<file path="config.mk">
export PLATFORM = sky130hd
export DESIGN_NAME = operand_sequencer_ctrl
export DESIGN_NICKNAME = d
export VERILOG_FILES = /design/src/rtl/operand_sequencer_ctrl.sv
export SDC_FILE = /design/constraint.sdc
export NUM_CORES = 1
export LEC_CHECK = 0
export BUFFER_PORTS_ARGS = -buffer_cell sky130_fd_sc_hd__buf_2
export CORE_ASPECT_RATIO = 1.75
export CORE_MARGIN = 2
export CORE_UTILIZATION = 50
export DETAILED_ROUTE_END_ITERATION = 8
export GPL_ROUTABILITY_DRIVEN = 0
export PLACE_DENSITY_LB_ADDON = 0.08
export REMOVE_ABC_BUFFERS = 1
export SLEW_MARGIN = 20
export SYNTH_ARGS = -nofsm -noshare
export SYNTH_HDL_FRONTEND = slang
export SYNTH_SLANG_ARGS = --single-unit
export TNS_END_PERCENT = 50
</file>
<file path="constraint.sdc">
create_clock -name clk -period 5.1 [get_ports clk]
set_clock_uncertainty 0.1 [all_clocks]
set_input_delay 0.255 -clock clk [delete_from_list [all_inputs] [get_ports clk]]
set_output_delay 0.255 -clock clk [all_outputs]
set_load 0.01 [all_outputs]
</file>
<file path="src/rtl/operand_sequencer_ctrl.sv">
// operand_sequencer_ctrl: debounced slice-wise operand loader with add/sub and sliced result display
module operand_sequencer_ctrl #(
    parameter int DATA_W  = 32,
    parameter int IN_W    = 8,
    parameter int DEB_CYC = 4,
    localparam int SLICES = DATA_W / IN_W,
    localparam int SEL_W  = $clog2(SLICES),
    localparam int PTR_W  = $clog2(2 * SLICES)
) (
    input  logic              clk,
    input  logic              rst,
    input  logic [IN_W-1:0]   inp,
    input  logic              set,
    input  logic              clr,
    input  logic              mode,
    input  logic              cin,
    input  logic [SEL_W-1:0]  select,
    output logic [IN_W-1:0]   out,
    output logic              cout,
    output logic [PTR_W-1:0]  slot_idx,
    output logic              result_valid,
    output logic              setled
);
    localparam int CNT_W = $clog2(DEB_CYC + 1);
    localparam logic [PTR_W-1:0] LAST = PTR_W'(2 * SLICES - 1);

    typedef enum logic [1:0] {LOAD, CALC, SHOW} state_t;

    state_t              state_q, state_d;
    logic                s1, s2, press, cout_q;
    logic [CNT_W-1:0]    cnt;
    logic [2*DATA_W-1:0] ops;
    logic [DATA_W-1:0]   a, b, result;
    logic [DATA_W:0]     sum;

    assign a     = ops[DATA_W-1:0];
    assign b     = ops[2*DATA_W-1:DATA_W];
    assign press = (cnt == CNT_W'(DEB_CYC)) && !setled;

    // Synchronise set and accept a level change only after DEB_CYC stable cycles
    always_ff @(posedge clk) begin
        if (rst) begin
            s1     <= 1'b0;
            s2     <= 1'b0;
            cnt    <= '0;
            setled <= 1'b0;
        end else begin
            s1 <= set;
            s2 <= s1;
            if (cnt == CNT_W'(DEB_CYC)) begin
                cnt    <= '0;
                setled <= ~setled;
            end else begin
                cnt <= (s2 != setled) ? cnt + 1'b1 : '0;
            end
        end
    end

    // Next state; clr overrides everything, including a coincident press
    always_comb begin
        state_d = clr                                         ? LOAD :
                  (state_q == LOAD && press && slot_idx == LAST) ? CALC :
                  (state_q == CALC)                           ? SHOW :
                  (state_q == SHOW && press)                  ? LOAD : state_q;
    end

    // Subtraction is A + ~B + 1 so cout=1 means no borrow
    always_comb begin
        sum = mode ? {1'b0, a} + {1'b0, ~b} + (DATA_W+1)'(1)
                   : {1'b0, a} + {1'b0, b} + (DATA_W+1)'(cin);
    end

    // State register
    always_ff @(posedge clk) begin
        if (rst) state_q <= LOAD;
        else     state_q <= state_d;
    end

    // Operand loading, result capture and valid flag
    always_ff @(posedge clk) begin
        if (rst) begin
            ops          <= '0;
            slot_idx     <= '0;
            result       <= '0;
            cout_q       <= 1'b0;
            result_valid <= 1'b0;
        end else if (clr) begin
            ops          <= '0;
            slot_idx     <= '0;
            result_valid <= 1'b0;
        end else begin
            case (state_q)
                LOAD: if (press) begin
                    ops[slot_idx*IN_W +: IN_W] <= inp;
                    slot_idx <= (slot_idx == LAST) ? '0 : slot_idx + 1'b1;
                end
                CALC: begin
                    {cout_q, result} <= sum;
                    result_valid     <= 1'b1;
                end
                SHOW: if (press) begin
                    ops[IN_W-1:0] <= inp;
                    slot_idx      <= PTR_W'(1);
                    result_valid  <= 1'b0;
                end
                default: ;
            endcase
        end
    end

    assign out  = (result_valid && int'(select) < SLICES) ? result[select*IN_W +: IN_W] : '0;
    assign cout = result_valid & cout_q;
endmodule

</file>
-- Word level (Yosys, flattened, before mapping)
Cells that the tools add are included.
W data, S select, Z words.
- register bits: 109
- input bits: 16
- output and inout port bits: 14
- logic and storage cells: 66
- add/subtract/negate cells: 7
- eq/ne operators: 7
- shift-type cells: 3
- muxes and demuxes: 15
- bitwise operators: 5
- reductions and logical operators: 17
- operators by type and width (kind ; count):
    $add A32 B32 Y33 ; 2
    $bwmux W64 ; 1
    $shift A8 B34 Y64 const A ; 1
    $shiftx A8 B34 Y64 ; 1
    $neg A6 Y34 ; 1
    $add A33 B1 Y33 ; 1
    $add A33 B1 Y33 const B ; 1
    $mux W33 ; 1
    $not A32 Y32 ; 1
    $shiftx A32 B6 Y8 ; 1
    $mux W8 ; 3
    $pmux W8 S2 ; 1
    $mux W3 ; 3
    $add A3 B1 Y3 const B ; 2
    $eq A3 B3 Y1 const B ; 2
    $pmux W3 S2 ; 1
    $reduce_and A2 Y1 ; 3
    $reduce_bool A2 Y1 ; 3
    $reduce_or A3 Y1 ; 2
    $logic_and A1 B1 Y1 ; 4
    $mux W2 ; 2
    $ne A2 B2 Y1 const B ; 2
    $not A1 Y1 ; 3
    $reduce_and A3 Y1 ; 1
    10 further kinds ; 11

-- Longest topological paths before layout
Gate-level depths: netlist of the first run.
- depth after elaboration: 6
- gate-level depth with buffers: 13
- gate-level depth less buffers: 13

-- Worst setup path after synthesis of the first run
No wires, ideal clock.
- kind: flip-flop to flip-flop
- from: reg ops[0]
- to: reg result[21]
- setup time: 122 ps
- data arrival time: 2992 ps
- required time: 4878 ps
- setup slack: 1886 ps
- cell stages (with the launch flop): 12
- buffers on the path: 0
- clock period less this slack: 3214 ps
- path through: dfxtp_1 -> fa_1 -> nor2b_1 -> o311a_1 -> or4b_1 -> a41o_1 -> a311oi_2 -> o21ai_1 -> a211oi_2 -> a21oi_1 -> and4_4 -> a311o_1
- cells in the longest elaborated chain, start to end: 3
- elaborated cells on any way between the ends: 5
- classes of those cells: add/sub (4); mux (1)
- RTL lines (item ; RTL line ; source):
    from (decl) ; 32 ; logic [2*DATA_W-1:0] ops;
    from (signal, indexed assignment) ; 94 ; ops[slot_idx*IN_W +: IN_W] <= inp;
    from (signal, indexed assignment) ; 102 ; ops[IN_W-1:0] <= inp;
    $add A32 B32 Y33 (on tied branches) ; 70, 69 ;
    $add A33 B1 Y33 (on tied branches) ; 70, 69 ;
    $mux W33 (*) ; 69 ; sum = mode ? {1'b0, a} + {1'b0, ~b} + (DATA_W+1)'(1)
    to (signal assigned) ; 98 ; {cout_q, result} <= sum;
    to (decl) ; 33 ; logic [DATA_W-1:0] a, b, result;
Every way passes the cells marked *; elsewhere a longest branch is shown, timed or not.
A chain may end at the register's enable or synchronous reset.

-- Worst setup path after layout of the first run
- from: reg ops[0]
- to: reg result[24]
The elaborated chain is that of the path after synthesis.

==> metrics.csv, run 1 <==
stage;metric;value;unit
placement;pre-CTS WS;1.51;ns
worst_setup_path;crit end category;flop;
worst_setup_path;crit-path max FO;4;
detailed_routing;vias per std cell;6.01;
synth;FF+latch count, synth;109;
synth;Top FF cell, synth;dfxtp_1;
clock_network;Reg clk slew, reported paths;0.08;ns
detailed_routing;average wire per standard cell;18.6;microns
timing;Min Clock Period, post-route;3.61;ns
clock_network;H-tree depth;3;
synth;share of the synthesized area in the top cell type;27.4;%
placement;dpl cells;1229;
cells_and_area;non-filler cells, final;1245;
synth;Mapped Cells;1069;
timing;RSZ-0062 raised after global routing;no;
clock_network;clock root cell;clkbuf_16;
synth;cell area after synthesis;7960;sq um
synth;most common cell in the netlist;nor2_1;
synth;simple-gate share of the synthesized area;24.3;%
timing;post-route setup slack;1.49;ns
power;PD cells;195;nW/um^2
clock_network;Resized cells post-CTS;0;
clock_network;cts hold-fix bufs;0;
clock_network;Clock Tree Buf Depth;2;
synth;ranking of synthesized cells by area;dfxtp_1 (27%), ha_1 (11%), nor2_1 (9.9%);
worst_setup_path;crit path launch type;flop;
synth;EDFF count, synth;0;
die;num rows;61;
cells_and_area;Filler cells;1577;
detailed_routing;Detailed Route Iter0 Violations;389;
cells_and_area;Final #Nets;1142;
cells_and_area;area delta synth->final;5.83;%
outcome;outcome;complete, no violations;
die;Die ar.;17000;sq um
power;Sw Ratio;25.8;%
synth;xor/xnor share of the synthesized area;2.75;%
synth;leading area contributor after synthesis;dfxtp_1;
die;core box area;15700;sq um
die;Starting Density;50.6;%
global_routing;largest net degree at the start of global routing;52;
synth;multiplexer share of the synthesized area;4.65;%
placement;Post-DP Area;8140;sq um
synth;most frequent cells after synthesis;nor2_1 (209), a21oi_1 (118), dfxtp_1 (109);
synth;FFs w/ async S/R, synth;0;%
synth;Synth Area in Compound Gates;22.6;%
global_routing;vias in the first global route;6946;
worst_setup_path;CP Class;reg -> reg;
cells_and_area;Final Cell Area;8420;sq um
clock_network;CTS buffer count;9;
detailed_routing;DR pass1 iterations;5;
synth;Ys Warns;0;
power;IR drop worst, VDD;130;uV
global_routing;GRT Residual Overflow;0;
placement;DP Wirelength;18000;microns
cells_and_area;share of cells above drive strength 1;6.91;%
detailed_routing;vias post-DR;7483;
timing;Worst-Margin Slew;1.04;ns
die;Die X;99.4;microns
timing;Rel. slew slack;30.5;%
synth;Syn Area/Cell;7.45;sq um
clock_network;number of post-CTS setup repair buffers;0;
worst_setup_path;CP max-delay cell;a311oi_1;
global_routing;global-route usage over all layers;27.6;%
synth;sequential area share after synthesis;27.4;%
clock_network;Clock Sinks;109;
detailed_routing;# DRC;0;
worst_setup_path;Largest stage delay, worst path;0.53;ns
detailed_routing;post-route ant nets;0;
power;Clk pwr share;43.1;%
worst_setup_path;crit-path cells;inv_1 -> ha_1 -> fa_1 -> nor2b_1 -> o211ai_1 -> a211o_1 -> a311oi_1 -> a41o_1 -> or2_2 -> nor3b_1 -> o32ai_1 -> xnor2_1 -> a211oi_1;
worst_setup_path;WP data arrival;3.81;ns
cells_and_area;fin util;53.6;%
global_routing;first-pass GRT wire length;36800;microns
power;Int Power;1220;uW
synth;largest family of logic cells by synthesized area;simple AND/OR/NAND/NOR gates;
cells_and_area;Ant. Diodes;0;
clock_network;TritonCTS clock tree;done;
worst_hold_path;min-delay worst type;in -> reg;
timing;Final Cycle Share;70.9;%
synth;Synth Area in Adders;12.1;%
die;Ports;30;
clock_network;Worst-Skew Late Latency;0.37;ns
die;die height;171;microns
timing;Slew Viols, Final;0;
power;Leak;0.00341;uW
synth;Synth cell types;70;
timing;Fin. Hold Viols;0;
timing;setup TNS;0;ns
worst_setup_path;Req. time, crit path;5.30;ns
job;max-cap viol count;0;
power;sequential fraction of design power;51.9;%
power;sw power;424;uW
timing;setup violators final;0;
placement;I/O Buffers;29;
timing;Fmax;277;MHz
global_routing;initial antenna violation count;0;
detailed_routing;final WL;23200;microns
power;combinational share of power;5.0;%
==> worst max-delay path: cells and delay by family (launching register included) <==
| family | cells | cell delay, ns |
|---|---|---|
| and+or+nand+nor | 3 | 0.51 |
| AOI/OAI and AO/OA | 6 | 1.74 |
| xor gates and xnor gates | 1 | 0.15 |
| buffers and inverters | 1 | 0.06 |
| adders and majority gates | 2 | 0.59 |
| DFF | 1 | 0.38 |
==> state kept, by name, indices dropped and copies added, names as in the netlist <==
name	count
cnt	3
cout_q	1
state_q	2
setled	1
result	32
s2	1
ops	64
slot_idx	3
result_valid	1
s1	1
==> cells in the final DEF, fill, tap and decap left out, drive strengths merged, types with 6 or more instances in the layout <==
master  instances
nor2          209
a21oi         119
dfxtp         109
nand2          81
ha             72
inv            68
buf            34
o21ai          31
a211oi         28
nor3           24
xnor2          20
mux2i          19
nand3          16
o21bai         15
and2           13
o211ai         13
nor2b          12
a21o           12
clkbuf         10
nor4            9
and3            9
mux4            8
nand2b          8
nand4           8
or4             7
or2             7
or3             6
==> cells by family after synthesis <==
group,Yosys count
DFF,109
AOI/OAI and AO/OA,279
muxes,27
and+or+nand+nor,426
xor gates and xnor gates,25
buffers and inverters,128
adders and majority gates,75
==> final timing paths <==
path / endpoint / cells past startpoint / slack (ns) / startpoint
setup / recovery: result[24] / 13 / 1.49 / ops[0]
hold / removal: s1 / 2 / 0.003 / set
hold reg to reg: result[18] / 2 / 0.35 / result[18]
setup reg to reg: result[24] / 13 / 1.49 / ops[0]
==> metrics by stage <==
stage	hold slack, ns	total power [uW]
6_report	0.00347	1640
5_1_grt	0.0182	1690
4_1_cts	0.0136	1650
3_5_place_dp	0.342	954
3_3_place_gp	0.338	954
2_1_floorplan	0.224	907
==> cell type report <==
| type | count | area, sq um | area share [%] |
|---|---|---|---|
| multi-input cells | 832 | 5300 | 62.9 |
| clock inverters | 6 | 55.1 | 0.653 |
| inverters | 65 | 244 | 2.90 |
| well taps | 189 | 236 | 2.81 |
| clock buffers | 10 | 229 | 2.72 |
| repair buffers | 34 | 183 | 2.17 |
| flip-flops and latches | 109 | 2180 | 25.9 |
==> power groups by stage <==
| stage | Clock (uW) | Sequential, uW | Combinational (uW) |
|---|---|---|---|
| floorplan | 0 | 871 | 35.5 |
| finish | 707 | 851 | 82.6 |
| global route | 750 | 852 | 87.9 |
| global placement | 0 | 872 | 82.3 |
| detailed placement | 0 | 872 | 82.1 |
| CTS | 717 | 851 | 82.3 |
==> metal layers <==
| metal | wire length, microns | share of wire (%) | vias up | track usage [%] |
|---|---|---|---|---|
| met5 | 0 | 0 | - | 0 |
| met1 | 9480 | 41 | 3523 | 32.1 |
| met3 | 760 | 3.3 | 71 | 3.59 |
| li1 | - | - | 3702 | - |
| met4 | 1330 | 5.7 | 0 | 15.4 |
| met2 | 11600 | 50 | 187 | 48.3 |
Note: power is estimated with default switching activity, not from simulation.
==> run 2, diff against run 1 <==
clock period = 3.3 ns   (was 5.1 ns; I/O delays follow)
==> run 2 against run 1 <==
  * Clock power rose by 60%
  * Critical path type unchanged
  * Combinational power up 62%
  * Hold slack better by 0.11 ns
  * Critical path depth is 2 lower
  * Wire length up 4.3%
  * Via count is 2.2% higher
  * First-iteration DRC count up 16%
  * Maximum frequency rose by 9.9%
  * Largest cell class unchanged
  * Count of clock-buffer cells in the layout unchanged
==> metrics.csv, run 2 (synthesized netlist as in run 1, its figures left out) <==
stage;metric;value;unit;change
detailed_routing;post-route ant nets;0;;unchanged
power;IR drop worst, VDD;335;uV;+160%
timing;Slew Viols, Final;0;;unchanged
outcome;outcome;complete, no violations;;
clock_network;Clock Tree Buf Depth;2;;unchanged
cells_and_area;Final #Nets;1189;;+4.1%
cells_and_area;most common cell after layout, fill and taps aside;nor2_1;;
power;Leak;0.00366;uW;+7.3%
die;Die ar.;17000;sq um;unchanged
clock_network;clock root cell;clkbuf_16;;
global_routing;initial antenna violation count;0;;unchanged
global_routing;largest net degree at the start of global routing;43;;-17%
detailed_routing;Detailed Route Iter0 Violations;452;;+16%
worst_setup_path;crit path launch type;flop;;
detailed_routing;# DRC;0;;unchanged
job;max-cap viol count;0;;unchanged
detailed_routing;vias per std cell;5.92;;-1.5%
die;num rows;61;;unchanged
cells_and_area;Final Cell Area;8890;sq um;+5.6%
placement;DP Wirelength;18800;microns;+4.8%
worst_hold_path;min-delay worst type;in -> reg;;
timing;RSZ-0062 raised after global routing;yes;;
cells_and_area;area delta synth->final;11.7;%;
clock_network;Clock Sinks;109;;unchanged
die;Die X;99.4;microns;unchanged
timing;Rel. slew slack;53.2;%;+23 points
timing;Worst-Margin Slew;0.697;ns;-0.344 ns
timing;Fin. Hold Viols;0;;unchanged
clock_network;Reg clk slew, reported paths;0.08;ns;about the same
die;die height;171;microns;unchanged
detailed_routing;average wire per standard cell;18.7;microns;+0.47%
timing;setup TNS;0;ns;unchanged
worst_setup_path;R2R Path End;result[21];;
cells_and_area;commonest cells after routing, fill and taps aside;nor2_1 (208), a21oi_1 (116), dfxtp_1 (107);;
die;core box area;15700;sq um;unchanged
worst_setup_path;Worst setup startpoint;ops[0];;
worst_setup_path;flop2flop setup slack;0.01;ns;-1.47 ns
global_routing;GRT Residual Overflow;0;;unchanged
worst_setup_path;Req. time, crit path;3.44;ns;-1.86 ns
detailed_routing;DR pass1 iterations;5;;unchanged
clock_network;H-tree depth;3;;unchanged
detailed_routing;final WL;24200;microns;+4.3%
global_routing;first-pass GRT wire length;38300;microns;+3.9%
worst_setup_path;crit-path max FO;4;;unchanged
placement;Post-DP Area;8480;sq um;+4.1%
worst_setup_path;Worst Setup EP;result[21];;
detailed_routing;vias post-DR;7648;;+2.2%
global_routing;vias in the first global route;7248;;+4.3%
cells_and_area;most flop-heavy register;ops;;
clock_network;CTS buffer count;9;;unchanged
worst_setup_path;FF-to-FF Start;ops[0];;
cells_and_area;Ant. Diodes;0;;unchanged
timing;Final Cycle Share;99.7;%;+29 points
worst_setup_path;crit end category;flop;;
worst_setup_path;CP Class;reg -> reg;;
clock_network;TritonCTS clock tree;done;;
cells_and_area;share of cells above drive strength 1;12.4;%;+5.5 points
timing;setup violators final;0;;unchanged
clock_network;Worst-Skew Late Latency;0.35;ns;-0.02 ns
timing;Fmax;304;MHz;+9.9%
cells_and_area;top flop regs;ops (64), result (32);;
power;PD cells;290;nW/um^2;+49%
placement;I/O Buffers;29;;unchanged
cells_and_area;max FFs per register;64;;unchanged
die;Ports;30;;unchanged
worst_setup_path;worst-case reg-to-reg path depth;11;;-2
die;Starting Density;50.6;%;unchanged
timing;Min Clock Period, post-route;3.29;ns;-0.326 ns
worst_setup_path;WP data arrival;3.43;ns;-0.38 ns
global_routing;global-route usage over all layers;28.7;%;+1.1 points
[run 2: changes by cell type in the layout (fill, tap and decap cells not counted), moves of 3 or more]
cell     previous run  this run
buf_4               5        50
fa_1                3         0
fa_2                0         3
o21ai_0            28        25
[run 2: repair_timing]
action                     4_1_cts  5_1_grt
gates resized for setup          8       15
hold endpoints to repair         1        0
buffers inserted                 2        1
setup endpoints to repair        9       13
pin swaps                        9        7
hold buffers                     1        0
[run 2: layout make-up]
cell class	count	area, sq um
flip-flops and latches	109	2180
multi-input cells	832	5380
repair buffers	81	551
fillers	1562	6830
clock inverters	6	70.1
well taps	189	236
clock buffers	10	229
inverters	65	244
[run 2: critical path, stage by stage (launching register included)]
cell      delay (ns)
dfxtp_2         0.34
fa_2            0.38
nor2b_1         0.16
o311a_1         0.31
or4b_4          0.52
a41o_4          0.26
a311oi_4        0.32
o21ai_2         0.09
a211oi_2        0.18
a21oi_1         0.08
and4_4          0.20
a311o_1         0.25
[run 2: report_power, final]
group / leakage, uW / switching [uW] / internal [uW] / total, uW
registers: 0.000879 / 0.669 / 1320 / 1320
logic: 0.00263 / 93.6 / 40.2 / 134
clock network: 0.000148 / 532 / 599 / 1130
total: 0.00366 / 626 / 1950 / 2580
[run 2: per-stage QoR]
step	cells	util, %	hold WS, ns	setup slack (ns)	power (uW)
global placement	1272	53.9	0.277	-0.124	1480
detailed placement	1272	53.9	0.298	-0.173	1480
CTS	1291	56.2	0.102	-0.0114	2600
floorplan	1006	-	0.134	0.0882	1400
finish	1292	56.6	0.113	0.0114	2580
global route	1292	56.6	0.111	-0.139	2670
[run 2: how the worst min path moves through the flow]
stage,depth (start not counted),startpoint,end,slack [ns]
floorplan,1,rst,result[10],0.13
global placement,2,set,s1,0.28
detailed placement,2,set,s1,0.30
CTS,3,inp[4],ops[36],0.10
global route,3,inp[4],ops[36],0.11
finish,3,inp[4],ops[36],0.11
[run 2: metal layers]
metal / global-route usage, % / routed length [microns]
met5: 0 / 0
met4: 16.1 / 1460
met3: 3.51 / 815
met2: 51.2 / 12300
met1: 32.8 / 9620
==> run 3, diff against run 2 <==
CELL_PAD_IN_SITES_DETAIL_PLACEMENT = 0   (was unset)
CELL_PAD_IN_SITES_GLOBAL_PLACEMENT = 1   (was unset)
CORE_UTILIZATION = 42   (was 50)
==> run 3 against run 2 <==
  * Die area is 18% higher
  * Global-route usage is 1.3 points lower
  * Clock power is 8% higher
  * Maximum frequency hardly changed
  * Setup slack better by 0.0016 ns
  * Combinational power is 4% higher
  * Hold slack worse by 0.087 ns
  * First-iteration DRC count is 18% lower
  * Design area is 3.5% higher
  * Critical path depth stayed put
  * Wire length is 12% higher
  * Critical path type unchanged
  * Largest cell class unchanged
==> metrics.csv, run 3 (synthesized netlist as in run 1, its figures left out) <==
stage;metric;value;unit;change
cells_and_area;share of cells above drive strength 1;15.0;%;+2.6 points
die;Ports;30;;unchanged
clock_network;clock root cell;clkbuf_16;;
cells_and_area;commonest cells after routing, fill and taps aside;nor2_1 (208), a21oi_1 (115), dfxtp_1 (108);;
cells_and_area;max FFs per register;64;;unchanged
global_routing;first-pass GRT wire length;41500;microns;+8.4%
timing;Final Cycle Share;99.6;%;about the same
worst_setup_path;crit path launch type;flop;;
die;Starting Density;42.8;%;-7.8 points
detailed_routing;average wire per standard cell;20.0;microns;+6.5%
timing;Fin. Hold Viols;0;;unchanged
clock_network;CTS buffer count;9;;unchanged
die;Die ar.;20100;sq um;+18%
placement;pre-CTS WS;-0.195;ns;-0.0226 ns
timing;setup violators final;0;;unchanged
cells_and_area;most common cell after layout, fill and taps aside;nor2_1;;
power;Leak;0.00376;uW;+2.6%
power;PD cells;290;nW/um^2;+0.12%
power;Clk pwr share;45.6;%;+1.8 points
detailed_routing;vias post-DR;7816;;+2.2%
detailed_routing;post-route ant nets;0;;unchanged
worst_setup_path;Req. time, crit path;3.46;ns;+0.02 ns
worst_setup_path;crit-path max FO;4;;unchanged
worst_setup_path;crit end category;flop;;
cells_and_area;Final Cell Area;9210;sq um;+3.5%
worst_hold_path;min-delay worst type;in -> reg;;
cells_and_area;Final #Nets;1206;;+1.4%
placement;I/O Buffers;29;;unchanged
cells_and_area;top flop regs;ops (64), result (32);;
cells_and_area;most flop-heavy register;ops;;
cells_and_area;Ant. Diodes;0;;unchanged
detailed_routing;DR pass1 iterations;5;;unchanged
die;core box area;18600;sq um;+18%
detailed_routing;vias per std cell;5.76;;-2.8%
global_routing;vias in the first global route;7667;;+5.8%
timing;Slew Viols, Final;0;;unchanged
power;Sw Ratio;22.7;%;-1.5 points
detailed_routing;final WL;27100;microns;+12%
timing;Worst-Margin Slew;0.732;ns;+0.0345 ns
die;die height;186;microns;+8.9%
cells_and_area;area delta synth->final;15.7;%;
worst_setup_path;flop2flop setup slack;0.01;ns;about the same
global_routing;global-route usage over all layers;27.5;%;-1.3 points
placement;DP Wirelength;21300;microns;+13%
timing;worst hold slack;0.0254;ns;-0.0871 ns
clock_network;TritonCTS clock tree;done;;
worst_setup_path;CP Class;reg -> reg;;
detailed_routing;Detailed Route Iter0 Violations;372;;-18%
clock_network;Worst-Skew Late Latency;0.37;ns;+0.02 ns
timing;Rel. slew slack;50.9;%;-2.3 points
timing;post-route setup slack;0.0130;ns;+0.00164 ns
global_routing;largest net degree at the start of global routing;37;;-14%
worst_setup_path;WP data arrival;3.45;ns;+0.02 ns
power;Int Power;2070;uW;+5.7%
global_routing;GRT Residual Overflow;0;;unchanged
clock_network;Reg clk slew, reported paths;0.07;ns;about the same
placement;Post-DP Area;8630;sq um;+1.8%
timing;RSZ-0062 raised after global routing;yes;;
power;sw power;608;uW;-2.8%
power;Final Power;2670;uW;+3.7%
global_routing;initial antenna violation count;0;;unchanged
timing;Min Clock Period, post-route;3.29;ns;-0.00164 ns
timing;setup TNS;0;ns;unchanged
detailed_routing;# DRC;0;;unchanged
clock_network;Clock Tree Buf Depth;2;;unchanged
job;max-cap viol count;0;;unchanged
power;sequential fraction of design power;49.2;%;-1.8 points
clock_network;Clock Sinks;109;;unchanged
power;combinational share of power;5.2;%;about the same
outcome;outcome;complete, no violations;;
power;IR drop worst, VDD;274;uV;-18%
timing;Fmax;304;MHz;about the same
die;num rows;66;;+8.2%
die;Die X;108;microns;+8.7%
clock_network;H-tree depth;3;;unchanged
## run 3: metrics by stage
step / util (%) / std cells
final: 49.6 / 1358
after global routing: 49.6 / 1358
after CTS: 48.5 / 1353
after detailed placement: 46.4 / 1335
after global placement: 46.4 / 1335
after floorplan: - / 1006
## run 3: final cells by class
| class | instances | area (sq um) |
|---|---|---|
| clock buffer | 13 | 260 |
| clock inverter | 3 | 67.6 |
| fill | 1960 | 9370 |
| inverter | 65 | 244 |
| multi-input combinational | 832 | 5490 |
| sequential | 109 | 2180 |
| tap | 238 | 298 |
| timing repair buffer | 98 | 666 |
## run 3: critical path, cell delays in order (launching register included)
cell	delay, ns
dfxtp_2	0.33
fa_2	0.37
nor2b_1	0.17
o311a_1	0.32
or4b_4	0.51
a41o_4	0.27
a311oi_4	0.25
o21ai_2	0.11
a211oi_2	0.23
a21oi_1	0.08
and4_4	0.20
a311o_1	0.25
## run 3: metal layers
layer  vias to the layer above  GRT usage, %  routed length (microns)
met4                         0          17.0                     1760
met3                        82          3.01                      800
met2                       202          52.1                    14700
met5                         -             0                        0
met1                      3705          28.2                     9860
li1                       3827             -                        -
## run 3: path summary, 6_finish.rpt
kind / startpoint / to / cells past startpoint
worst min-delay path: rst / s2 / 2
worst max-delay path: ops[0] / result[21] / 11
worst min register to register: s1 / s2 / 1
worst max register to register: ops[0] / result[21] / 11
## run 3: power groups by stage
stage          Combinational [uW]  Sequential [uW]  Clock [uW]
2_1_floorplan                54.8             1350           0
3_3_place_gp                  135             1350           0
3_5_place_dp                  135             1350           0
4_1_cts                       136             1320        1240
5_1_grt                       150             1320        1290
6_report                      140             1320        1220
## run 3: repair_timing
action	in CTS	in global routing
hold endpoints to repair	1	0
hold buffers	1	0
setup buffers	1	5
setup endpoints to repair	10	11
resized for setup	10	33
pin swaps	9	19
